===== config.mk =====
export PLATFORM = sky130hd
export DESIGN_NAME = power_sequencer_ctrl_flat
export DESIGN_NICKNAME = d
export VERILOG_FILES = /design/src/rtl/power_sequencer_ctrl_if.sv /design/src/rtl/power_sequencer_ctrl.sv /design/src/flat_wrapper.sv
export SDC_FILE = /design/constraint.sdc
export NUM_CORES = 1
export LEC_CHECK = 0
export ABC_CLOCK_PERIOD_IN_PS = 2560
export CORE_ASPECT_RATIO = 1.4
export CORE_UTILIZATION = 54
export CTS_CLUSTER_SIZE = 25
export DETAILED_ROUTE_END_ITERATION = 16
export HOLD_SLACK_MARGIN = 0.15
export PLACE_DENSITY = 0.85
export SLEW_MARGIN = 5
export SYNTH_ARGS = -nofsm -noshare
export SYNTH_HDL_FRONTEND = slang
export SYNTH_SLANG_ARGS = --single-unit

===== constraint.sdc =====
create_clock -name clock -period 2.56 [get_ports clock]
set_clock_uncertainty 0.15 [all_clocks]
set_input_delay 0.512 -clock clock [delete_from_list [all_inputs] [get_ports clock]]
set_output_delay 0.512 -clock clock [all_outputs]
set_load 0.005 [all_outputs]

===== src/rtl/power_sequencer_ctrl_if.sv =====
// Control/status bundle between a power-up requester and power_sequencer_ctrl.
// The master drives requests and rail power-good; the slave drives enables and status.
interface power_sequencer_ctrl_if #(
  parameter int unsigned NumConverters = 4
);
  logic                     start;
  logic                     stop;
  logic                     clear_fault;
  logic [NumConverters-1:0] pgood;
  logic [NumConverters-1:0] en;
  logic                     busy;
  logic                     up_done;
  logic                     fault;
  logic [2:0]               fault_idx;

  modport master (
    output start, stop, clear_fault, pgood,
    input  en, busy, up_done, fault, fault_idx
  );

  modport slave (
    input  start, stop, clear_fault, pgood,
    output en, busy, up_done, fault, fault_idx
  );
endinterface


===== src/rtl/power_sequencer_ctrl.sv =====
// Sequences converter enables up one rail at a time (waiting on pgood plus a settle delay),
// down in reverse order on stop, and drops every rail at once on a pgood fault or timeout.
module power_sequencer_ctrl #(
  parameter int unsigned NumConverters = 4,
  parameter logic [15:0] PgoodTimeout  = 16'd1000,
  parameter logic [15:0] SeqDelay      = 16'd10
) (
  input  logic clock,
  input  logic reset,
  power_sequencer_ctrl_if.slave bus
);

  typedef enum logic [2:0] {
    IDLE,
    UP_WAIT,
    UP_DELAY,
    ON,
    DOWN,
    FAULT
  } state_t;

  localparam logic [2:0] LastIdx = 3'(NumConverters - 1);

  state_t                   state, state_nxt;
  logic [2:0]               idx, idx_nxt;
  logic [15:0]              cnt, cnt_nxt, cnt_inc;
  logic [NumConverters-1:0] en_q, en_nxt;
  logic                     busy_q, up_done_q, fault_q;
  logic [2:0]               fault_idx_q, fault_idx_nxt;

  logic [NumConverters-1:0] loss_mask, lost;
  logic                     loss_vld;
  logic [2:0]               loss_idx;
  logic                     pg_cur;
  logic                     fault_go, down_go;
  logic [2:0]               fault_src;

  assign cnt_inc = (cnt == 16'hFFFF) ? cnt : cnt + 16'd1;

  // Rails already brought up must stay good; the lowest failing rail is reported.
  always_comb begin
    loss_mask = '0;
    pg_cur    = 1'b0;
    loss_idx  = 3'd0;
    for (int j = 0; j < NumConverters; j++) begin
      case (state)
        UP_WAIT:  loss_mask[j] = (3'(j) < idx);
        UP_DELAY: loss_mask[j] = (3'(j) <= idx);
        ON:       loss_mask[j] = 1'b1;
        default:  loss_mask[j] = 1'b0;
      endcase
      if (3'(j) == idx) pg_cur = bus.pgood[j];
    end
    lost     = ~bus.pgood & loss_mask;
    loss_vld = |lost;
    for (int j = NumConverters - 1; j >= 0; j--) begin
      if (lost[j]) loss_idx = 3'(j);
    end
  end

  always_comb begin
    state_nxt     = state;
    idx_nxt       = idx;
    cnt_nxt       = cnt;
    en_nxt        = en_q;
    fault_idx_nxt = fault_idx_q;
    fault_go      = 1'b0;
    fault_src     = 3'd0;
    down_go       = 1'b0;

    case (state)
      IDLE: begin
        en_nxt = '0;
        if (bus.start) begin
          state_nxt = UP_WAIT;
          idx_nxt   = 3'd0;
          cnt_nxt   = 16'd0;
          en_nxt[0] = 1'b1;
        end
      end
      UP_WAIT: begin
        if (loss_vld) begin
          fault_go  = 1'b1;
          fault_src = loss_idx;
        end else if (!pg_cur && cnt == PgoodTimeout - 16'd1) begin
          fault_go  = 1'b1;
          fault_src = idx;
        end else if (bus.stop) begin
          down_go = 1'b1;
        end else if (pg_cur) begin
          state_nxt = UP_DELAY;
          cnt_nxt   = 16'd0;
        end else begin
          cnt_nxt = cnt_inc;
        end
      end
      UP_DELAY: begin
        if (loss_vld) begin
          fault_go  = 1'b1;
          fault_src = loss_idx;
        end else if (bus.stop) begin
          down_go = 1'b1;
        end else if (cnt == SeqDelay - 16'd1) begin
          cnt_nxt = 16'd0;
          if (idx == LastIdx) begin
            state_nxt = ON;
          end else begin
            state_nxt = UP_WAIT;
            idx_nxt   = idx + 3'd1;
            for (int j = 0; j < NumConverters; j++) begin
              if (3'(j) == idx + 3'd1) en_nxt[j] = 1'b1;
            end
          end
        end else begin
          cnt_nxt = cnt_inc;
        end
      end
      ON: begin
        en_nxt = '1;
        if (loss_vld) begin
          fault_go  = 1'b1;
          fault_src = loss_idx;
        end else if (bus.stop) begin
          down_go = 1'b1;
        end
      end
      DOWN: begin
        if (cnt == SeqDelay - 16'd1) begin
          cnt_nxt = 16'd0;
          if (idx == 3'd0) begin
            state_nxt = IDLE;
          end else begin
            idx_nxt = idx - 3'd1;
            for (int j = 0; j < NumConverters; j++) begin
              if (3'(j) == idx - 3'd1) en_nxt[j] = 1'b0;
            end
          end
        end else begin
          cnt_nxt = cnt_inc;
        end
      end
      FAULT: begin
        en_nxt = '0;
        if (bus.clear_fault) begin
          state_nxt = IDLE;
          idx_nxt   = 3'd0;
          cnt_nxt   = 16'd0;
        end
      end
      default: begin
        state_nxt = IDLE;
        en_nxt    = '0;
      end
    endcase

    // Entering FAULT drops every rail together; DOWN drops only the current rail.
    if (fault_go) begin
      state_nxt     = FAULT;
      cnt_nxt       = 16'd0;
      en_nxt        = '0;
      fault_idx_nxt = fault_src;
    end else if (down_go) begin
      state_nxt = DOWN;
      cnt_nxt   = 16'd0;
      for (int j = 0; j < NumConverters; j++) begin
        if (3'(j) == idx) en_nxt[j] = 1'b0;
      end
    end
  end

  always_ff @(posedge clock or posedge reset) begin
    if (reset) begin
      state       <= IDLE;
      idx         <= 3'd0;
      cnt         <= 16'd0;
      en_q        <= '0;
      busy_q      <= 1'b0;
      up_done_q   <= 1'b0;
      fault_q     <= 1'b0;
      fault_idx_q <= 3'd0;
    end else begin
      state       <= state_nxt;
      idx         <= idx_nxt;
      cnt         <= cnt_nxt;
      en_q        <= en_nxt;
      busy_q      <= !(state_nxt inside {IDLE, ON, FAULT});
      up_done_q   <= (state_nxt == ON) && (state != ON);
      fault_q     <= (state_nxt == FAULT);
      fault_idx_q <= fault_idx_nxt;
    end
  end

  assign bus.en        = en_q;
  assign bus.busy      = busy_q;
  assign bus.up_done   = up_done_q;
  assign bus.fault     = fault_q;
  assign bus.fault_idx = fault_idx_q;

endmodule


===== src/flat_wrapper.sv =====
// flat-port wrapper written by rule: the top's interface ports become plain ports
module power_sequencer_ctrl_flat 
#(
  parameter int unsigned NumConverters = 4,
  parameter logic [15:0] PgoodTimeout  = 16'd1000,
  parameter logic [15:0] SeqDelay      = 16'd10
)
  (clock, reset, bus_start, bus_stop, bus_clear_fault, bus_pgood, bus_en, bus_busy, bus_up_done, bus_fault, bus_fault_idx);
  power_sequencer_ctrl_if #(.NumConverters(NumConverters)) bus_i ();
  input  logic clock;
  input  logic reset;
  input wire logic [$bits(bus_i.start)-1:0] bus_start;
  input wire logic [$bits(bus_i.stop)-1:0] bus_stop;
  input wire logic [$bits(bus_i.clear_fault)-1:0] bus_clear_fault;
  input wire logic [$bits(bus_i.pgood)-1:0] bus_pgood;
  output wire logic [$bits(bus_i.en)-1:0] bus_en;
  output wire logic [$bits(bus_i.busy)-1:0] bus_busy;
  output wire logic [$bits(bus_i.up_done)-1:0] bus_up_done;
  output wire logic [$bits(bus_i.fault)-1:0] bus_fault;
  output wire logic [$bits(bus_i.fault_idx)-1:0] bus_fault_idx;
  assign bus_i.start = bus_start;
  assign bus_i.stop = bus_stop;
  assign bus_i.clear_fault = bus_clear_fault;
  assign bus_i.pgood = bus_pgood;
  assign bus_en = bus_i.en;
  assign bus_busy = bus_i.busy;
  assign bus_up_done = bus_i.up_done;
  assign bus_fault = bus_i.fault;
  assign bus_fault_idx = bus_i.fault_idx;
  power_sequencer_ctrl #(.NumConverters(NumConverters), .PgoodTimeout(PgoodTimeout), .SeqDelay(SeqDelay)) u_core (.clock(clock), .reset(reset), .bus(bus_i));
endmodule

==> flow_metrics.tcl, run 1 <==
set metrics [dict create \
    finalPower_mw 3.67 \
    hold_path.class "flip-flop to flip-flop" \
    syn_to_final_growth_pct 31.4 \
    power_density_mw_per_mm2 1060 \
    clkPwrFrac_pct 11.2 \
    tns_ns -0.242 \
    portBuffers 18 \
    cp_max_fo 2 \
    switchingPower_mw 1.66 \
    cts_tree "built" \
    num_antenna_cells 0 \
    avgViaCountPerCell 6.52 \
    p_int_mw 2.01 \
    synth_area_mm2 0.00264 \
    die_width_um 61.1 \
    yosys_warnings 0 \
    max_slew.worst_pin.slew_ns 0.587 \
    insertion_delay_ns 0.29 \
    critical_path.cell_chain "or4_4, buf_6, and4bb_2, buf_6, a21oi_2, a211o_1, buf_4, o32a_1" \
    cts_buffer_depth 2 \
    yosysSeqAreaShare_pct 30.4 \
    grt_max_degree 33 \
    route.vias.total 2824 \
    cts_num_sinks 32 \
    cp-endpoint "u_core.idx[2]" \
    max_slew_margin_pct 60.9 \
    p_seq_share_pct 19.4 \
    regToRegEndpoint "u_core.idx[2]" \
    irDropWorstVdd_v 0.000672 \
    p_sw_share_pct 45.2 \
    worstSetupPathType "flip-flop to flip-flop" \
    row_count 29 \
    power_frac_comb_pct 69.4 \
    fmax_ghz 0.382 \
    status "complete, but fails checks" \
    fin_nets 387 \
    cp.arrival_ns 2.64 \
    hold_violations 0 \
    hold_buffers 0 \
    drtPass1Iterations 5 \
    end_kind "flip-flop" \
    critPathLaunch "u_core.cnt[11]" \
    drv_slew 0 \
    slowest_stage "or4_4" \
    start_kind "flip-flop" \
    finalWorstSetupSlack_ns -0.0553 \
    fillerInstances 309 \
    synthTopCellsByArea "dfrtp_1, a21oi_1, ha_1, nor2_1, buf_6" \
    synthDistinctLibCells 72 \
    crit_required_ns 2.58 \
    dp_cells 417 \
    routabilityCongestion 0.917 \
    r2r_slack_ns -0.06 \
    rsz0062_at_grt "true" \
    cpPeakStageDelay_ns 0.58 \
    syn_nets 321 \
    drtIter0Drc 262 \
    clockRootBuffer "clkbuf_8" \
    coreArea_mm2 0.00461 \
    setup_viol 10 \
    synth_edf_count 0 \
    final_cell_count_no_fill 433 \
    synth_top_area_cell "dfrtp_1" \
    async_reset_ff_share_pct 100 \
    fp.dieH_um 84.7 \
    maxCapViolCount 0 \
    clk_pin_slew_ns 0.07 \
    synth-seq-cells 32 \
    hold_slack_ns 0.381 \
    crit_top_cell "buf_6" \
    die_area_mm2 0.00517 \
    grtUsageTotal_pct 30.8 \
    p_leak_nw 1.46 \
    io_pins 19 \
    synth.most_common_cell "dfrtp_1" \
    gr-total-overflow 0 \
    antenna_found_initial 0 \
    htreeDepth 2 \
    synth_cells 304 \
    finalCritPeriodShare_pct 102 \
    layout_min_cycle_time_ns 2.62 \
    drive_gt1_share_pct 33.7 \
    grt_pass1_wl_um 12000 \
    grt_pass1_vias 2606 \
    ant_nets 0 \
    start_util_pct 57.2 \
    synth_common_cells "dfrtp_1, a21oi_1, nor2_1" \
    drc 0 \
    dp_hpwl_um 5350 \
    numCtsBuffers 5 \
    violations "setup timing" \
    syn-mean-instance-area_um2 8.67 \
    routed_wl_um 8010 \
    synthFlopType "dfrtp_1" \
    synth_top_cell_area_share_pct 30.4 \
    place_ws_ns -0.280 \
    wl_per_cell_um 18.5 \
    r2r-start "u_core.cnt[11]" \
    reg2regPathDepth 8 \
]
## flip-flops by register name (all words and copies together) (netlist names)
register and count:
u_core.bus.up_done 1, u_core.bus.fault_idx 3, u_core.bus.fault 1, u_core.state 3, u_core.cnt 16, u_core.bus.en 4
u_core.idx 3, u_core.bus.busy 1
## cells in the final DEF, fill, tap and decap left out, drive strengths merged, types with 2 or more instances in the layout
cell,instances
buf,63
dfrtp,32
a21oi,31
nor2,24
nand2,21
clkdlybuf4s50,17
nand3,15
o21ai,14
a31oi,12
nor3,12
nand2b,10
inv,10
ha,8
and3,7
clkbuf,6
nand4,5
o21a,5
nor4b,4
a41oi,4
a211oi,4
o21bai,4
o22ai,3
a21boi,3
xnor2,3
or3,3
and2,3
a311oi,3
a22oi,2
o31a,2
nand4b,2
nor4,2
mux2i,2
a22o,2
clkinv,2
nor2b,2
a221oi,2
o2111ai,2
a221o,2
o31ai,2
and3b,2
## worst min-delay path by stage
stage,slack [ns],depth (start not counted),startpoint,endpoint
5_1_grt,0.41,1,u_core.bus.fault_idx[0],u_core.bus.fault_idx[0]
6_report,0.38,1,u_core.bus.fault_idx[0],u_core.bus.fault_idx[0]
3_5_place_dp,0.37,1,u_core.bus.fault_idx[0],u_core.bus.fault_idx[0]
2_1_floorplan,0.34,1,u_core.cnt[11],u_core.cnt[11]
4_1_cts,0.39,1,u_core.bus.fault_idx[0],u_core.bus.fault_idx[0]
3_3_place_gp,0.35,1,u_core.bus.fault_idx[0],u_core.bus.fault_idx[0]
## worst max-delay path, delay by kind of cell, from the launching register on
family	cells	cell delay, ns
AO/OA/AOI/OAI	3	0.67
AND/OR/NAND/NOR	2	0.88
flip-flops	1	0.39
buffers and inverters	3	0.40
## kinds of logic after synthesis
family / count (synthesis) / synth area share, %
AND/OR/NAND/NOR: 119 / 26.8
adder cells (fa/ha/maj): 8 / 3.80
XOR/XNOR: 3 / 0.997
flip-flops: 32 / 30.4
buffers and inverters: 32 / 8.78
multiplexers: 3 / 1.19
AO/OA/AOI/OAI: 107 / 28.0
## metrics by stage
step	util [%]	cell area [um2]
after floorplan	-	2710
after global placement	69.0	3180
after detailed placement	69.0	3180
after CTS	71.6	3300
after global routing	75.2	3460
final	75.2	3460
## cell type report
type,count,area [um2],share of cell area (%)
Timing Repair Buffer,81,678,19.6
Clock buffer,6,82.6,2.38
Tap cell,62,77.6,2.24
Multi-Input combinational cell,240,1770,51.0
Sequential cell,32,803,23.2
Clock inverter,2,10.0,0.289
Inverter,10,45.0,1.30
## power by group through the flow
stage | registers (mW) | clock network, mW | logic (mW)
final | 0.712 | 0.412 | 2.55
after global routing | 0.723 | 0.441 | 2.76
after CTS | 0.702 | 0.412 | 2.23
after detailed placement | 0.707 | 0 | 2.19
after global placement | 0.701 | 0 | 2.13
after floorplan | 0.691 | 0 | 1.52
## repair_timing
item	CTS	global route
gates cloned	0	1
resized for setup	5	32
pin swaps	5	16
setup endpoints to repair	19	25
buffers inserted	2	5
## metal layers
layer | track usage, % | wire [um]
met1 | 34.0 | 2870
met2 | 48.7 | 4130
met3 | 10.0 | 548
met4 | 20.5 | 455
met5 | 0 | 0
(Power assumes the default switching activity.)
==> inputs of run 2 (changes only) <==
- CAP_MARGIN: unset -> 20
- CORE_UTILIZATION: 54 -> 58
- DONT_BUFFER_PORTS: unset -> 1
- PLACE_DENSITY: 0.85 -> 0.84
==> flow_metrics.tcl, run 2 (synthesis results as in run 1) <==
set metrics [dict create \
    place_ws_ns -0.0894 \
    insertion_delay_ns 0.29 \
    largest_reg_flops 16 \
    finalWorstSetupSlack_ns -0.0462 \
    die_width_um 59.0 \
    violations "setup timing" \
    power_density_mw_per_mm2 1090 \
    critPathLaunch "u_core.cnt[14]" \
    drc 0 \
    slowest_stage "or4_4" \
    drive_gt1_share_pct 36.0 \
    fmax_ghz 0.384 \
    cts_num_sinks 32 \
    row_count 28 \
    r2r_slack_ns -0.05 \
    irDropWorstVdd_v 0.000577 \
    regToRegEndpoint "u_core.cnt[11]" \
    cp.buffers_inverters 1 \
    final_common_cell "buf_4" \
    fillerInstances 282 \
    start_kind "flip-flop" \
    crit_required_ns 2.61 \
    placed_area_mm2 0.00301 \
    htreeDepth 2 \
    routabilityCongestion 0.918 \
    start_util_pct 61.2 \
    worstSetupPathType "flip-flop to flip-flop" \
    numCtsBuffers 5 \
    io_pins 19 \
    cp-endpoint "u_core.cnt[11]" \
    crit_top_cell "a31oi_1" \
    fin_nets 374 \
    drtPass1Iterations 6 \
    end_kind "flip-flop" \
    most-common-layout-cells "buf_4, dfrtp_1, a21oi_1" \
    cp_max_fo 7 \
    critical_path.cell_chain "or4_4, nor4_4, a31oi_4, nor3_4, buf_4, a31oi_1, a31oi_1" \
    wl_per_cell_um 19.8 \
    hold_violations 0 \
    ant_nets 0 \
    finalCritPeriodShare_pct 102 \
    syn_to_final_growth_pct 26.3 \
    avgViaCountPerCell 6.82 \
    drv_slew 0 \
    dp_hpwl_um 5580 \
    die_area_mm2 0.00482 \
    cpPeakStageDelay_ns 0.57 \
    grt_pass1_wl_um 12400 \
    critPathTopFamily "simple AND/OR/NAND/NOR gates" \
    max_slew_margin_pct 65.2 \
    design_area_mm2 0.00333 \
    rsz0062_at_grt "true" \
    grtUsageTotal_pct 34.6 \
    coreArea_mm2 0.00431 \
    gr-total-overflow 0 \
    grt_max_degree 24 \
    setup_viol 5 \
    maxCapViolCount 0 \
    cts_tree "built" \
    regMostFlops "u_core.cnt" \
    routed_wl_um 8300 \
    status "complete, but fails checks" \
    cp.arrival_ns 2.66 \
    hold_path.class "flip-flop to flip-flop" \
    route.vias.total 2849 \
    clk_pin_slew_ns 0.07 \
    clockRootBuffer "clkbuf_8" \
    fp.dieH_um 81.8 \
    grt_pass1_vias 2720 \
    p_leak_nw 1.41 \
    layout_min_cycle_time_ns 2.61 \
    num_antenna_cells 0 \
    max_slew.worst_pin.slew_ns 0.514 \
    path_depth 7 \
    drtIter0Drc 401 \
    portBuffers 0 \
    reg2regPathDepth 7 \
    r2r-start "u_core.cnt[14]" \
    cts_buffer_depth 2 \
    antenna_found_initial 0 \
]
run 2: cell types whose count changed in the layout (fill, tap and decap cells not counted), moves of 2 or more:
cell	previous run	this run
buf_4	57	62
o21ai_1	3	6
o21ai_0	11	8
buf_6	6	4
clkdlybuf4s50_1	17	0
run 2: tightest hold or removal path, stage by stage (launching register included):
cell and delay [ns]:
dfrtp_1 0.40, nand2_1 0.07, a21boi_0 0.07
run 2: how the worst min path moves through the flow:
stage,slack (ns),start,endpoint,cells past startpoint
floorplan,0.34,u_core.cnt[11],u_core.cnt[11],1
global placement,0.22,reset,u_core.bus.fault_idx[2],1
detailed placement,0.24,reset,u_core.bus.fault_idx[2],1
CTS,0.43,u_core.bus.fault_idx[2],u_core.bus.fault_idx[2],2
global route,0.44,u_core.bus.fault_idx[0],u_core.bus.fault_idx[0],1
finish,0.43,u_core.bus.fault_idx[2],u_core.bus.fault_idx[2],2
run 2: area by class of cell:
class / count / area [um2] / share of cell area (%)
multi-input cells: 241 / 1800 / 54.0
well taps: 60 / 75.1 / 2.25
clock inverters: 2 / 10.0 / 0.301
inverters: 10 / 42.5 / 1.28
flip-flops and latches: 32 / 802 / 24.1
clock buffers: 6 / 82.6 / 2.48
repair buffers: 67 / 520 / 15.6
run 2: per-stage QoR:
step	power [mW]	instances	utilization [%]	hold slack, ns	setup TNS (ns)
after detailed placement	2.79	399	69.9	0.244	-0.752
after floorplan	2.21	304	-	0.337	-0.0322
final	3.63	418	77.3	0.428	-0.0961
after CTS	3.28	410	73.7	0.430	0
after global placement	2.73	399	69.9	0.224	-0.0678
after global routing	3.83	418	77.3	0.438	-1.55
run 2: timing repair:
item | CTS | global route
setup buffers | 3 | 6
hold endpoints to repair | 9 | 0
resized for setup | 10 | 27
hold buffers | 1 | 0
pin swaps | 6 | 17
endpoints found under the setup margin | 21 | 28
gates cloned | 0 | 2
run 2: per-layer routing:
metal | vias to the layer above | part of all wire, % | track usage, %
met5 | - | 0 | 0
met4 | 0 | 6.3 | 27.6
met3 | 57 | 7.4 | 8.50
met2 | 175 | 52 | 61.1
met1 | 1361 | 35 | 33.7
li1 | 1256 | - | -
run 2: where the power goes:
part           internal, mW  switching [mW]  leakage, nW  total, mW
registers             0.612           0.108        0.427      0.720
clock network         0.214           0.191       0.0510      0.405
logic                  1.13            1.38        0.935       2.51
==> inputs of run 3 (changes only) <==
- CORE_MARGIN: unset -> 5
- PLACE_DENSITY: 0.84 -> 0.83
==> flow_metrics.tcl, run 3 (synthesis results as in run 1) <==
set metrics [dict create \
    ant_nets 0 \
    numCtsBuffers 5 \
    largest_reg_flops 16 \
    insertion_delay_ns 0.29 \
    die_width_um 67.0 \
    clk_pin_slew_ns 0.07 \
    reg2regPathDepth 7 \
    status "complete, but fails checks" \
    cp-endpoint "u_core.cnt[5]" \
    antenna_found_initial 0 \
    route.vias.total 2770 \
    max_slew.worst_pin.slew_ns 0.475 \
    layout_min_cycle_time_ns 2.63 \
    end_kind "flip-flop" \
    start_kind "flip-flop" \
    final_common_cell "buf_4" \
    drv_slew 0 \
    grtUsageTotal_pct 26.0 \
    fp.dieH_um 89.8 \
    grt_util_met3_pct 4.11 \
    drtIter0Drc 229 \
    portBuffers 0 \
    fin_nets 368 \
    finalPower_mw 3.62 \
    row_count 29 \
    gr-total-overflow 0 \
    regToRegEndpoint "u_core.cnt[5]" \
    cp.buffers_inverters 2 \
    fmax_ghz 0.380 \
    placed_area_mm2 0.00298 \
    grt_pass1_vias 2590 \
    violations "setup timing" \
    worstSetupPathType "flip-flop to flip-flop" \
    grt_max_degree 33 \
    design_area_mm2 0.00334 \
    p_leak_nw 1.41 \
    slowest_stage "or4_4" \
    clockRootBuffer "clkbuf_8" \
    syn_to_final_growth_pct 26.7 \
    finalCritPeriodShare_pct 103 \
    power_density_mw_per_mm2 1080 \
    cts_tree "built" \
    setup_viol 10 \
    most-common-layout-cells "buf_4, dfrtp_1, a21oi_1" \
    io_pins 19 \
    finalWorstSetupSlack_ns -0.0724 \
    routed_wl_um 8040 \
    die_area_mm2 0.00601 \
    r2r_slack_ns -0.07 \
    cts_buffer_depth 2 \
    met1_usage_pct 28.3 \
    rsz0062_at_grt "true" \
    top_usage_layer "met2" \
    drc 0 \
    coreArea_mm2 0.00446 \
    crit_required_ns 2.60 \
    hold_path.class "flip-flop to flip-flop" \
    cpPeakStageDelay_ns 0.55 \
    grt_pass1_wl_um 12300 \
    maxCapViolCount 0 \
    dp_hpwl_um 5660 \
    cp_max_fo 10 \
    irDropWorstVdd_v 0.000729 \
    start_util_pct 59.1 \
    critPathTopFamily "simple AND/OR/NAND/NOR gates" \
    crit_top_cell "buf_4" \
    path_depth 7 \
    critPathLaunch "u_core.cnt[11]" \
    avgViaCountPerCell 6.69 \
    routabilityCongestion 0.980 \
    htreeDepth 2 \
    grtUsageMet2_pct 45.9 \
    cts_num_sinks 32 \
    regMostFlops "u_core.cnt" \
    max_slew_margin_pct 67.9 \
    wl_per_cell_um 19.4 \
    critical_path.cell_chain "or4_4, nor4_4, buf_4, a31oi_4, buf_4, or3_4, a31oi_1" \
    drive_gt1_share_pct 34.9 \
    r2r-start "u_core.cnt[11]" \
    drtPass1Iterations 7 \
    hold_violations 0 \
    cp.arrival_ns 2.68 \
    fillerInstances 309 \
    num_antenna_cells 0 \
]
[run 3: worst register-to-register path: stages, from the launching register on]
cell,delay [ns]
dfrtp_1,0.38
or4_4,0.56
nor4_4,0.32
buf_4,0.18
a31oi_4,0.11
buf_4,0.16
or3_4,0.46
a31oi_1,0.23
[run 3: worst min-delay path by stage]
stage | endpoint | from | depth (start not counted)
final | u_core.cnt[3] | u_core.cnt[3] | 1
after global routing | u_core.cnt[3] | u_core.cnt[3] | 1
after CTS | u_core.cnt[3] | u_core.cnt[3] | 1
after detailed placement | u_core.cnt[3] | u_core.cnt[3] | 1
after global placement | u_core.cnt[3] | u_core.cnt[3] | 1
after floorplan | u_core.cnt[11] | u_core.cnt[11] | 1
[run 3: layer usage]
layer | routed length, um | up-vias
li1 | - | 1245
met1 | 2790 | 1326
met2 | 4290 | 158
met3 | 519 | 41
met4 | 449 | 0
met5 | 0 | -
[run 3: cell type report]
| type | count | area (um2) | share of cell area [%] |
|---|---|---|---|
| Clock buffer | 6 | 72.6 | 2.17 |
| Clock inverter | 2 | 35.0 | 1.05 |
| Inverter | 10 | 42.5 | 1.27 |
| Multi-Input combinational cell | 240 | 1820 | 54.5 |
| Sequential cell | 32 | 802 | 24.0 |
| Tap cell | 62 | 77.6 | 2.32 |
| Timing Repair Buffer | 62 | 490 | 14.7 |
[run 3: per-stage QoR]
stage	hold WS (ns)	setup slack [ns]	instances	util [%]	TNS (ns)
after floorplan	0.337	-0.0202	304	-	-0.0322
after global placement	0.360	-0.0161	396	66.7	-0.0161
after detailed placement	0.357	-0.0194	396	66.7	-0.0306
after CTS	0.367	0.00239	405	69.8	0
after global routing	0.400	-0.130	414	74.8	-1.49
final	0.373	-0.0724	414	74.8	-0.316
[run 3: what timing repair did]
item,4_1_cts,5_1_grt
resized for setup,6,36
endpoints found under the setup margin,15,22
cloned,0,1
hold buffers,1,0
endpoints found under the hold margin,32,0
setup buffers,0,9
pin swaps,3,18
[run 3: where the power goes]
| group | leakage [nW] | internal (mW) | switching, mW |
|---|---|---|---|
| clock network | 0.0552 | 0.289 | 0.195 |
| registers | 0.427 | 0.612 | 0.114 |
| logic | 0.924 | 1.10 | 1.31 |
| total | 1.41 | 2.00 | 1.62 |
